## config.mk

```make
export PLATFORM = sky130hd
export DESIGN_NAME = serial_adder_flat
export DESIGN_NICKNAME = d
export VERILOG_FILES = /design/src/rtl/serial_adder_pkg.sv /design/src/rtl/serial_adder_if.sv /design/src/rtl/serial_adder_full_adder.sv /design/src/rtl/serial_adder.sv /design/src/flat_wrapper.sv
export SDC_FILE = /design/constraint.sdc
export NUM_CORES = 1
export LEC_CHECK = 0
export ABC_CLOCK_PERIOD_IN_PS = 2600
export BUFFER_PORTS_ARGS = -buffer_cell sky130_fd_sc_hd__buf_4
export CAP_MARGIN = 20
export CORE_ASPECT_RATIO = 0.7
export CORE_MARGIN = 8
export CORE_UTILIZATION = 54
export CTS_CLUSTER_DIAMETER = 60
export DETAILED_ROUTE_END_ITERATION = 12
export GPL_TIMING_DRIVEN = 0
export MAX_ROUTING_LAYER = met4
export PLACE_DENSITY = 0.77
export SLEW_MARGIN = 20
export SYNTH_ARGS = -nofsm -noshare
export SYNTH_HDL_FRONTEND = slang
export SYNTH_SLANG_ARGS = --single-unit
```

## constraint.sdc

```tcl
create_clock -name clk -period 2.6 [get_ports clk]
set_input_delay 0 -clock clk [delete_from_list [all_inputs] [get_ports clk]]
set_output_delay 0 -clock clk [all_outputs]
set_load 0.005 [all_outputs]
```

## src/rtl/serial_adder_pkg.sv

```systemverilog
`default_nettype none
// ============================================================================
// Module   : serial_adder_pkg
// Brief    : Shared types and helpers for the bit-serial adder/subtractor.
// Revision : 1.0 - initial release
// ============================================================================
package serial_adder_pkg;

  // Sequencer states: accept operands, shift bits through the cell, report.
  typedef enum logic [1:0] {
    IDLE = 2'd0,
    RUN  = 2'd1,
    DONE = 2'd2
  } state_t;

  localparam int unsigned DEFAULT_WIDTH = 8;

  // Bit-counter width for a given operand width; never below one bit.
  function automatic int unsigned cnt_width(input int unsigned width);
    return (width < 2) ? 1 : $clog2(width);
  endfunction

endpackage
`default_nettype wire

```

## src/rtl/serial_adder_if.sv

```systemverilog
`default_nettype none
// ============================================================================
// Module   : serial_adder_if
// Brief    : Operand handshake and result bus of the bit-serial adder.
// Revision : 1.0 - initial release
// ============================================================================
interface serial_adder_if #(
  parameter int unsigned WIDTH = 8
);
  logic             start_valid;
  logic             start_ready;
  logic [WIDTH-1:0] a;
  logic [WIDTH-1:0] b;
  logic             sub;
  logic             busy;
  logic             done;
  logic [WIDTH-1:0] result;
  logic             cout;
  logic             ovf;

  // Requester side: presents operands, observes status and result.
  modport master (
    output start_valid, a, b, sub,
    input  start_ready, busy, done, result, cout, ovf
  );

  // Adder side.
  modport slave (
    input  start_valid, a, b, sub,
    output start_ready, busy, done, result, cout, ovf
  );
endinterface
`default_nettype wire

```

## src/rtl/serial_adder_full_adder.sv

```systemverilog
`default_nettype none
// ============================================================================
// Module   : full_adder
// Brief    : One-bit full adder cell; all arithmetic of the serial adder.
// Revision : 1.0 - initial release
// ============================================================================
module full_adder (
  input  wire logic a,
  input  wire logic b,
  input  wire logic cin,
  output logic      s,
  output logic      cout
);

  assign s    = a ^ b ^ cin;
  assign cout = (a & b) | (cin & (a ^ b));

endmodule
`default_nettype wire

```

## src/rtl/serial_adder.sv

```systemverilog
`default_nettype none
// ============================================================================
// Module   : serial_adder
// Brief    : Bit-serial two's-complement adder/subtractor, LSB first, one
//            bit per clock through a single full_adder cell.
// Revision : 1.0 - initial release
// ============================================================================
module serial_adder
  import serial_adder_pkg::*;
#(
  parameter int unsigned WIDTH = DEFAULT_WIDTH
) (
  input  wire logic     clk,
  input  wire logic     rst_n,
  serial_adder_if.slave bus
);

  localparam int unsigned          c_cnt_w    = cnt_width(WIDTH);
  localparam logic [c_cnt_w-1:0]   c_cnt_last = c_cnt_w'(WIDTH - 1);
  localparam logic [c_cnt_w-1:0]   c_cnt_pen  = c_cnt_w'(WIDTH - 2);

  state_t             r_state;
  state_t             w_state_nxt;
  logic               w_accept;
  logic               w_run;
  logic               w_last;
  logic               w_start_ready;
  logic               w_busy;
  logic               w_done;

  logic [WIDTH-1:0]   r_a_sr;
  logic [WIDTH-1:0]   r_b_sr;
  logic [WIDTH-1:0]   r_res_sr;
  logic               r_carry;
  logic               r_c_msb;
  logic [c_cnt_w-1:0] r_cnt;
  logic [WIDTH-1:0]   r_result;
  logic               r_cout;
  logic               r_ovf;

  logic               w_s;
  logic               w_cout;

  full_adder u_full_adder (
    .a    (r_a_sr[0]),
    .b    (r_b_sr[0]),
    .cin  (r_carry),
    .s    (w_s),
    .cout (w_cout)
  );

  // State register.
  always_ff @(posedge clk or negedge rst_n) begin
    if (!rst_n) begin
      r_state <= IDLE;
    end else begin
      r_state <= w_state_nxt;
    end
  end

  // Next-state decode and status outputs.
  always_comb begin
    w_state_nxt   = r_state;
    w_start_ready = 1'b0;
    w_busy        = 1'b0;
    w_done        = 1'b0;
    w_accept      = 1'b0;
    w_run         = 1'b0;
    w_last        = 1'b0;
    case (r_state)
      IDLE: begin
        w_start_ready = 1'b1;
        if (bus.start_valid) begin
          w_accept    = 1'b1;
          w_state_nxt = RUN;
        end
      end
      RUN: begin
        w_busy = 1'b1;
        w_run  = 1'b1;
        if (r_cnt == c_cnt_last) begin
          w_last      = 1'b1;
          w_state_nxt = DONE;
        end
      end
      DONE: begin
        w_busy      = 1'b1;
        w_done      = 1'b1;
        w_state_nxt = IDLE;
      end
      default: begin
        w_state_nxt = IDLE;
      end
    endcase
  end

  // Operand/result shifting, carry chain and final result capture.
  always_ff @(posedge clk or negedge rst_n) begin
    if (!rst_n) begin
      r_a_sr   <= '0;
      r_b_sr   <= '0;
      r_res_sr <= '0;
      r_carry  <= 1'b0;
      r_c_msb  <= 1'b0;
      r_cnt    <= '0;
      r_result <= '0;
      r_cout   <= 1'b0;
      r_ovf    <= 1'b0;
    end else if (w_accept) begin
      // Subtraction is A + ~B + 1: invert B here and seed the carry with 1.
      r_a_sr  <= bus.a;
      r_b_sr  <= bus.b ^ {WIDTH{bus.sub}};
      r_carry <= bus.sub;
      r_cnt   <= '0;
    end else if (w_run) begin
      r_res_sr <= {w_s, r_res_sr[WIDTH-1:1]};
      r_a_sr   <= r_a_sr >> 1;
      r_b_sr   <= r_b_sr >> 1;
      r_carry  <= w_cout;
      r_cnt    <= r_cnt + 1'b1;
      // Carry out of bit WIDTH-2 is the carry into the MSB; holding it in
      // its own register lets the overflow flag form on the final edge.
      if (r_cnt == c_cnt_pen) begin
        r_c_msb <= w_cout;
      end
      if (w_last) begin
        r_result <= {w_s, r_res_sr[WIDTH-1:1]};
        r_cout   <= w_cout;
        r_ovf    <= r_c_msb ^ w_cout;
      end
    end
  end

  assign bus.start_ready = w_start_ready;
  assign bus.busy        = w_busy;
  assign bus.done        = w_done;
  assign bus.result      = r_result;
  assign bus.cout        = r_cout;
  assign bus.ovf         = r_ovf;

endmodule
`default_nettype wire
```

## src/flat_wrapper.sv

```systemverilog
// flat-port wrapper written by rule: the top's interface ports become plain ports
module serial_adder_flat import serial_adder_pkg::*;
#(
  parameter int unsigned WIDTH = DEFAULT_WIDTH
)
  (clk, rst_n, bus_start_valid, bus_a, bus_b, bus_sub, bus_start_ready, bus_busy, bus_done, bus_result, bus_cout, bus_ovf);
  serial_adder_if #(.WIDTH(WIDTH)) bus_i ();
  input  wire logic clk;
  input  wire logic rst_n;
  input wire logic [$bits(bus_i.start_valid)-1:0] bus_start_valid;
  input wire logic [$bits(bus_i.a)-1:0] bus_a;
  input wire logic [$bits(bus_i.b)-1:0] bus_b;
  input wire logic [$bits(bus_i.sub)-1:0] bus_sub;
  output wire logic [$bits(bus_i.start_ready)-1:0] bus_start_ready;
  output wire logic [$bits(bus_i.busy)-1:0] bus_busy;
  output wire logic [$bits(bus_i.done)-1:0] bus_done;
  output wire logic [$bits(bus_i.result)-1:0] bus_result;
  output wire logic [$bits(bus_i.cout)-1:0] bus_cout;
  output wire logic [$bits(bus_i.ovf)-1:0] bus_ovf;
  assign bus_i.start_valid = bus_start_valid;
  assign bus_i.a = bus_a;
  assign bus_i.b = bus_b;
  assign bus_i.sub = bus_sub;
  assign bus_start_ready = bus_i.start_ready;
  assign bus_busy = bus_i.busy;
  assign bus_done = bus_i.done;
  assign bus_result = bus_i.result;
  assign bus_cout = bus_i.cout;
  assign bus_ovf = bus_i.ovf;
  serial_adder #(.WIDTH(WIDTH)) u_core (.clk(clk), .rst_n(rst_n), .bus(bus_i));
endmodule
```

Yosys cells after proc, flatten, opt, wreduce, memory -nomap -nowiden
Cells that the tools add are included.
{"block": "op_classes", "n_addsub": 1, "n_eq_ne": 6, "n_mux": 19, "bitwise_logic": 8, "reduce_logical": 7}
{"cell": "2-to-1 mux 8 bit", "n": 4}
{"cell": "2-to-1 mux 1 bit", "n": 10}
{"cell": "bitwise XOR 8 bit", "n": 1}
{"cell": "== test 3 bit, second input constant", "n": 2}
{"cell": "2-to-1 mux 3 bit", "n": 2}
{"cell": "AND reduction 3 bit", "n": 2}
{"cell": "2-to-1 mux 2 bit", "n": 2}
{"cell": "case mux 2 bit (2 select lines)", "n": 1}
{"cell": "AND reduction 2 bit", "n": 2}
{"cell": "adder 3 x 1 -> 3 bit, second input constant", "n": 1}
{"cell": "bitwise XOR 1 bit", "n": 3}
{"cell": "bitwise AND 1 bit", "n": 2}
{"cell": "== test 2 x 1 -> 1 bit, second input constant", "n": 1}
{"cell": "== test 2 bit, second input constant", "n": 1}
{"cell": "logical NOT 2 bit", "n": 1}
{"cell": "!= test 2 x 1 -> 1 bit, second input constant", "n": 1}
{"cell": "!= test 2 bit, second input constant", "n": 1}
{"cell": "nonzero test 2 bit", "n": 1}
{"cell": "OR reduction 2 bit", "n": 1}
{"cell": "NOT 1 bit", "n": 1}
{"cell": "OR 1 bit", "n": 1}
{"block": "totals", "register_bits": 41, "in_bits": 20, "output_inout_bits": 13, "elab_cells": 51}

Longest topological paths before layout
Gate-level depths: netlist (run 1).
{"block": "depth", "ltp_word": 5, "depth_mapped": 6, "ltp_nobuf": 5}

Cells and area by module
From an unflattened synthesis (run 1), not the netlist that was laid out.
{"block": "hier_totals", "cells_unflattened": 152, "hier_area_um2": 1925.6}
{"mod": "serial_adder", "n_inst": 1, "cells_per_inst": 151, "area_per_inst_um2": 1905.6, "seq_area_each_um2": 1001.0}
{"mod": "full_adder", "n_inst": 1, "cells_per_inst": 1, "area_per_inst_um2": 20.0, "seq_area_each_um2": 0.0}

Worst setup path before layout (run 1)
Ideal clock, no wire load.
{"block": "synth_timing", "path_type": "register -> register", "start": "register u_core.r_state[0]", "end": "register u_core.r_cout, in the netlist u_core.bus.cout", "setup_time_ns": 0.125, "arrival_time_ns": 1.373, "required_time_ns": 2.475, "path_slack_ns": 1.103, "stages_incl_launch_ff": 6, "path_buffers": 0, "period_less_slack_ns": 1.497, "cell_sequence": "dfrtp_1 > inv_1 > ha_1 > nand2_2 > nand3_4 > mux2_2"}
{"block": "synth_between", "elab_chain_cells": 4, "word_cells_on_any_way": 7, "classes_between": "eq/ne: 1; mux: 3; bitwise: 1; reduce/logical: 2"}
{"element": "start: declaration", "line": "serial_adder.sv:22", "rtl": "state_t r_state;"}
{"element": "start signal: assignment", "line": "serial_adder.sv:57", "rtl": "r_state <= w_state_nxt;"}
{"element": "logical NOT 2 bit", "line": "serial_adder.sv:70", "rtl": "case (r_state)"}
{"element": "2-to-1 mux 1 bit", "line": "serial_adder.sv:70"}
{"element": "NOT 1 bit (no line)"}
{"element": "AND reduction 3 bit (no line) *"}
{"element": "end signal: assignment", "line": "serial_adder.sv:128", "rtl": "r_cout <= w_cout;"}
{"element": "end: declaration", "line": "serial_adder.sv:38", "rtl": "logic r_cout;"}
Mark *: on every way between the ends. The rest lies on a longest branch, timed or not.
A chain may end at the register's enable or synchronous reset.

Worst setup path in the final report (run 1)
{"block": "layout_timing", "start": "register u_core.r_state[1]", "end": "register u_core.r_result[1], in the netlist u_core.bus.result[1]"}
{"block": "layout_between", "elab_chain_cells": 4, "word_cells_on_any_way": 7, "classes_between": "eq/ne: 1; mux: 3; bitwise: 1; reduce/logical: 2"}
{"element": "logical NOT 2 bit", "line": "serial_adder.sv:70"}
{"element": "2-to-1 mux 1 bit", "line": "serial_adder.sv:70"}
{"element": "NOT 1 bit (no line)"}
{"element": "AND reduction 3 bit (no line) *"}
{"element": "end signal: assignment", "line": "serial_adder.sv:127", "rtl": "r_result <= {w_s, r_res_sr[WIDTH-1:1]};"}
{"element": "end: declaration", "line": "serial_adder.sv:37", "rtl": "logic [WIDTH-1:0] r_result;"}
Marks and branches as above.

==> results of run 1 <==
-- sequential cells by signal, summed over array words and instances, names as in the netlist --
name               flops
u_core.bus.cout        1
u_core.bus.ovf         1
u_core.bus.result      8
u_core.r_a_sr          8
u_core.r_b_sr          8
u_core.r_c_msb         1
u_core.r_carry         1
u_core.r_cnt           3
u_core.r_res_sr        7
u_core.r_state         2
-- layout make-up --
class                      count  area, um^2  area share [%]
tap                           50       62.56           2.535
clock inverter                 3       90.09           3.651
sequential                    40        1001           40.57
inverter                       5       18.77          0.7606
timing repair buffer          44       362.8           14.71
multi-input combinational     99       813.3           32.96
clock buffer                   5       68.82           2.789
buffer                         8       50.05           2.028
-- cells in the final DEF, fill, tap and decap left out, types with 3 or more instances in the layout --
cell,netlist,layout
dfrtp_1,40,40
dlygate4sd3_1,0,13
buf_2,4,4
mux2i_1,17,17
xor2_1,8,8
a21oi_1,18,18
nor2_1,15,15
mux2_2,19,19
clkbuf_8,0,5
inv_1,5,5
buf_4,2,33
ha_1,7,7
bufinv_16,0,3
-- logic make-up after synthesis --
kind of cell    Yosys count
flops                    40
mux                      36
simple gates             23
compound gates           22
buf+inv                  13
xor+xnor                 10
fa+ha+maj                 8
-- routing by layer --
metal / up-vias / track usage [%] / share of wire [%]
li1: 621 / - / -
met1: 615 / 18.47 / 47
met2: 27 / 22.89 / 47
met3: 7 / 4.483 / 4.8
met4: 0 / 5.128 / 1.2
met5: - / - / 0
-- critical path: stages (launching register included) --
cell and delay [ps]:
dfrtp_1 390, inv_1 120, ha_1 310, nand2_2 190, nand3_4 220, mux2_2 360
-- metrics by stage --
stage | cell area, um^2 | utilization [%]
after global placement | 2178 | 63.63
after floorplan | 1883 | -
final | 2467 | 72.08
after CTS | 2467 | 72.08
after global routing | 2467 | 72.08
after detailed placement | 2178 | 63.63
-- worst max-delay path by stage --
stage	end	slack (ps)	cells past startpoint
2_1_floorplan	u_core.bus.cout	1100	5
3_3_place_gp	u_core.bus.result[1]	980	5
3_5_place_dp	u_core.bus.result[1]	870	5
4_1_cts	u_core.bus.result[1]	860	5
5_1_grt	u_core.bus.result[1]	760	5
6_report	u_core.bus.result[1]	880	5
-- report_power, final --
group | switching (mW) | internal, mW | total [mW]
registers | 0.162 | 0.900 | 1.06
clock network | 0.216 | 0.480 | 0.696
logic | 0.491 | 0.585 | 1.08
==> metrics, run 1 <==
status=complete, no violations; setup violators final=0; first-pass GRT wire length=6.458 mm; Setup crit start=u_core.r_state[1]; diode count=0; Clock Path Buffers=2; PostCTS Resize Cnt=0; post-DR wirelength/cell=14.14 um; worst path required time=2770 ps; CTS tree=done; Register-to-Register Path Depth=5; crit path kind=reg2reg; top cell type by total area after synthesis=dfrtp_1; total power=2.834 mW; FF-to-FF setup slack=880 ps; largest net degree at the start of global routing=41; final cell count without fillers=254; clk sink count=40; Post-DRT Antenna Nets=0; Syn Area/Cell=12.39 um^2; RSZ-0062 raised after global routing=false; grt ovf=0; clock root buffer=clkbuf_8; DR vias=1270; share of the synthesized area in the top cell type=53.16%; later-pin clock latency in the skew report=290 ps; Netlist Area Pre-Place=1883 um^2; Die H=65.41 um; CTS Buf Count=5; top_reg_cell synth=dfrtp_1; Place WS=865.5 ps; Initial Util=55.01%; floorplan row count=18; simple-gate area share of the yosys netlist=6.246%; Initial DRC Count=68; Worst Max-Slew Pin Slew=486.7 ps; most common cell in the netlist=dfrtp_1; initial antenna violation count=0; Hold Slack=4.734 ps; Setup crit start kind=flop; max-capacitance violation count=0; share of the clock period used by the worst path=66.30%; via/cell ratio=5.000; setup ws final=876.1 ps; CTS HTree Levels=2; Pleak=1.196 nW; worst r2r src=u_core.r_state[1]; # fillers=248; DIE WIDTH=86.58 um; port buffer count=31; Synth cell types=24; # Post-CTS Setup Buffers=0; dpl hpwl=2.537 mm; PwrDens=1149 nW/um^2; core area=3423 um^2; Warnings, synthesis=0; XOR/XNOR Fraction of Synth Area=4.651%; Min-Delay Startpoint=bus_b[5]; register area share after synthesis=53.16%; reg2reg end=u_core.bus.result[1]; hold endpoint=u_core.r_b_sr[5]; Clk pin slew, worst setup/hold paths=80 ps; Setup Skew=7.913 ps; CP arrival=1900 ps; gr usage total=14.94%; DRT Wirelength=3.592 mm; max-slew violations=0; main combinational cell family by area after synthesis=multiplexers; leading cell types by count after synthesis=dfrtp_1, mux2_2, a21oi_1, mux2i_1, nor2_1; Hold Buf Count CTS=13; Hold WC Path Type=in2reg; placed cell count=233; ys async rst share=100.0%; ranking of synthesized cells by area=dfrtp_1, mux2_2, mux2i_1; Post-synth EDFFs=0; Cells after Synth=152; Worst slew margin=67.55%; Post-Synth Adder-Cell Area=5.714%; Worst VDD drop=0.0006074 V; fmax=580.1 MHz; Die Area=5663 um^2; synthesized flop and latch total=40; multiplexer share of the synthesized area=20.40%; post-route minimum period=1724 ps; setup_tns=0 ps; hold path cells=4; Area growth syn-to-layout=31.03%; Crit Path Max Fanout=10; share of cells above drive strength 1=33.33%; DR DRC count=0; final count of hold timing violations=0; Compound-Gate Fraction of Synth Area=6.179%; routability cong.=0.7508; Ports=33; Layout Nets=231; Post-Syn Nets=180; vias in the first global route=1344; drt pass-1 iters=4; CP Capture Type=flop
(Power assumes the default switching activity.)
==> run 2: changes to the inputs <==
ABC_CLOCK_PERIOD_IN_PS = 1440   (was 2600)
CORE_UTILIZATION = 49   (was 54)
PLACE_DENSITY = 0.74   (was 0.77)
clock period = 1.44 ns   (was 2.6 ns; I/O delays follow)
==> metrics, run 2 (same netlist as run 1, synthesis figures left out) <==
diode count=0; gr usage total=13.98%; commonest non-fill, non-tap cell in the layout=dfrtp_1; max-slew violations=0; Worst slew margin=66.92%; PwrDens=1952 nW/um^2; worst path required time=1620 ps; max-capacitance violation count=0; post-DR wirelength/cell=14.44 um; vias in the first global route=1368; CP arrival=1590 ps; Initial Util=49.51%; CTS HTree Levels=2; Pleak=1.203 nW; CP Capture Type=flop; via/cell ratio=4.958; Ports=33; port buffer count=31; slowest stage delay, CP=430 ps; final cell count without fillers=261; grt ovf=0; placed cell count=235; Setup Skew=6.142 ps; clock root buffer=clkbuf_8; DR vias=1294; Initial DRC Count=46; Crit Path Max Fanout=5; Design Area, Final=2507 um^2; status=complete, no violations; Die Area=6114 um^2; core area=3804 um^2; RSZ-0062 raised after global routing=true; Clk pin slew, worst setup/hold paths=80 ps; Cell Area, Placed=2183 um^2; Post-DRT Antenna Nets=0; most frequent cells in the layout=dfrtp_1, buf_4, mux2_2, a21oi_1, mux2i_1; setup ws final=27.60 ps; Die H=67.87 um; Area growth syn-to-layout=33.16%; Clock Path Buffers=2; routability cong.=0.7448; DRT Wirelength=3.768 mm; setup violators final=0; Cell Chain, Critical Path=inv_2, ha_4, and2b_1, a21oi_2, mux2_4; CTS tree=done; DIE WIDTH=90.10 um; crit path kind=reg2reg; Layout Nets=236; later-pin clock latency in the skew report=290 ps; clk sink count=40; setup_tns=0 ps; Hold Slack=6.334 ps; post-route minimum period=1412 ps; final count of hold timing violations=0; CP bufs+invs=1; Worst VDD drop=0.001181 V; CTS Buf Count=5; Worst path top cell family by delay=flip-flops; Place WS=-161.1 ps; initial antenna violation count=0; drt pass-1 iters=4; fmax=708.0 MHz; Crit-path slowest cell=dfrtp_1; DR DRC count=0; share of cells above drive strength 1=38.76%; Setup crit start kind=flop; first-pass GRT wire length=6.492 mm; share of the clock period used by the worst path=98.08%; dpl hpwl=2.606 mm; Worst Max-Slew Pin Slew=496.1 ps; Hold WC Path Type=in2reg; floorplan row count=19; largest net degree at the start of global routing=41
[run 2: what timing repair did]
item / CTS / global route
resized for setup: 12 / 2
pin swaps: 1 / 0
hold buffers: 12 / 0
cloned: 1 / 0
buffers inserted: 2 / 4
setup endpoints to repair: 37 / 18
hold endpoints to repair: 53 / 0
[run 2: cell type report]
type | count | area, um^2
multi-input cells | 100 | 879.6
clock buffers | 6 | 82.58
well taps | 52 | 65.06
inverters | 5 | 18.77
plain buffers | 7 | 52.55
clock inverters | 2 | 10.01
fillers | 291 | 1296
repair buffers | 49 | 397.9
flip-flops and latches | 40 | 1001
[run 2: path summary, 6_finish.rpt]
path | startpoint | endpoint | slack [ps] | cells past startpoint
setup / recovery | u_core.r_state[0] | u_core.r_state[0] | 30 | 5
min in group asynchronous | rst_n | u_core.r_c_msb | 220 | 2
hold reg to reg | u_core.bus.result[2] | u_core.bus.result[2] | 510 | 1
max in group asynchronous | rst_n | u_core.r_b_sr[5] | 880 | 2
setup reg to reg | u_core.r_state[0] | u_core.r_state[0] | 30 | 5
hold / removal | bus_b[3] | u_core.r_b_sr[3] | 6 | 4
[run 2: where the power goes]
part           leakage (nW)  total [mW]  internal, mW  switching (mW)
Combinational         0.664        2.20          1.25           0.954
Sequential            0.488        1.93          1.62           0.310
Clock                0.0510       0.760         0.382           0.378
Total                  1.20        4.89          3.25            1.64
[run 2: per-layer routing]
layer / up-vias / track usage [%] / wire [um] / share of wire, %
met5: - / - / 0 / 0
met4: 0 / 4.948 / 48 / 1.3
met3: 4 / 4.600 / 159 / 4.2
met2: 30 / 23.13 / 1839 / 49
met1: 627 / 15.96 / 1719 / 46
li1: 633 / - / - / -
[run 2: tightest hold or removal path, stage by stage]
cell and delay, ps:
buf_4 80, xor2_1 50, nor2_1 80, a21oi_1 50
[run 2: per-stage QoR]
step	utilization (%)	power (mW)
floorplan	-	3.281
global placement	57.40	3.764
detailed placement	57.40	3.889
CTS	64.97	4.853
global route	65.92	5.263
finish	65.92	4.894
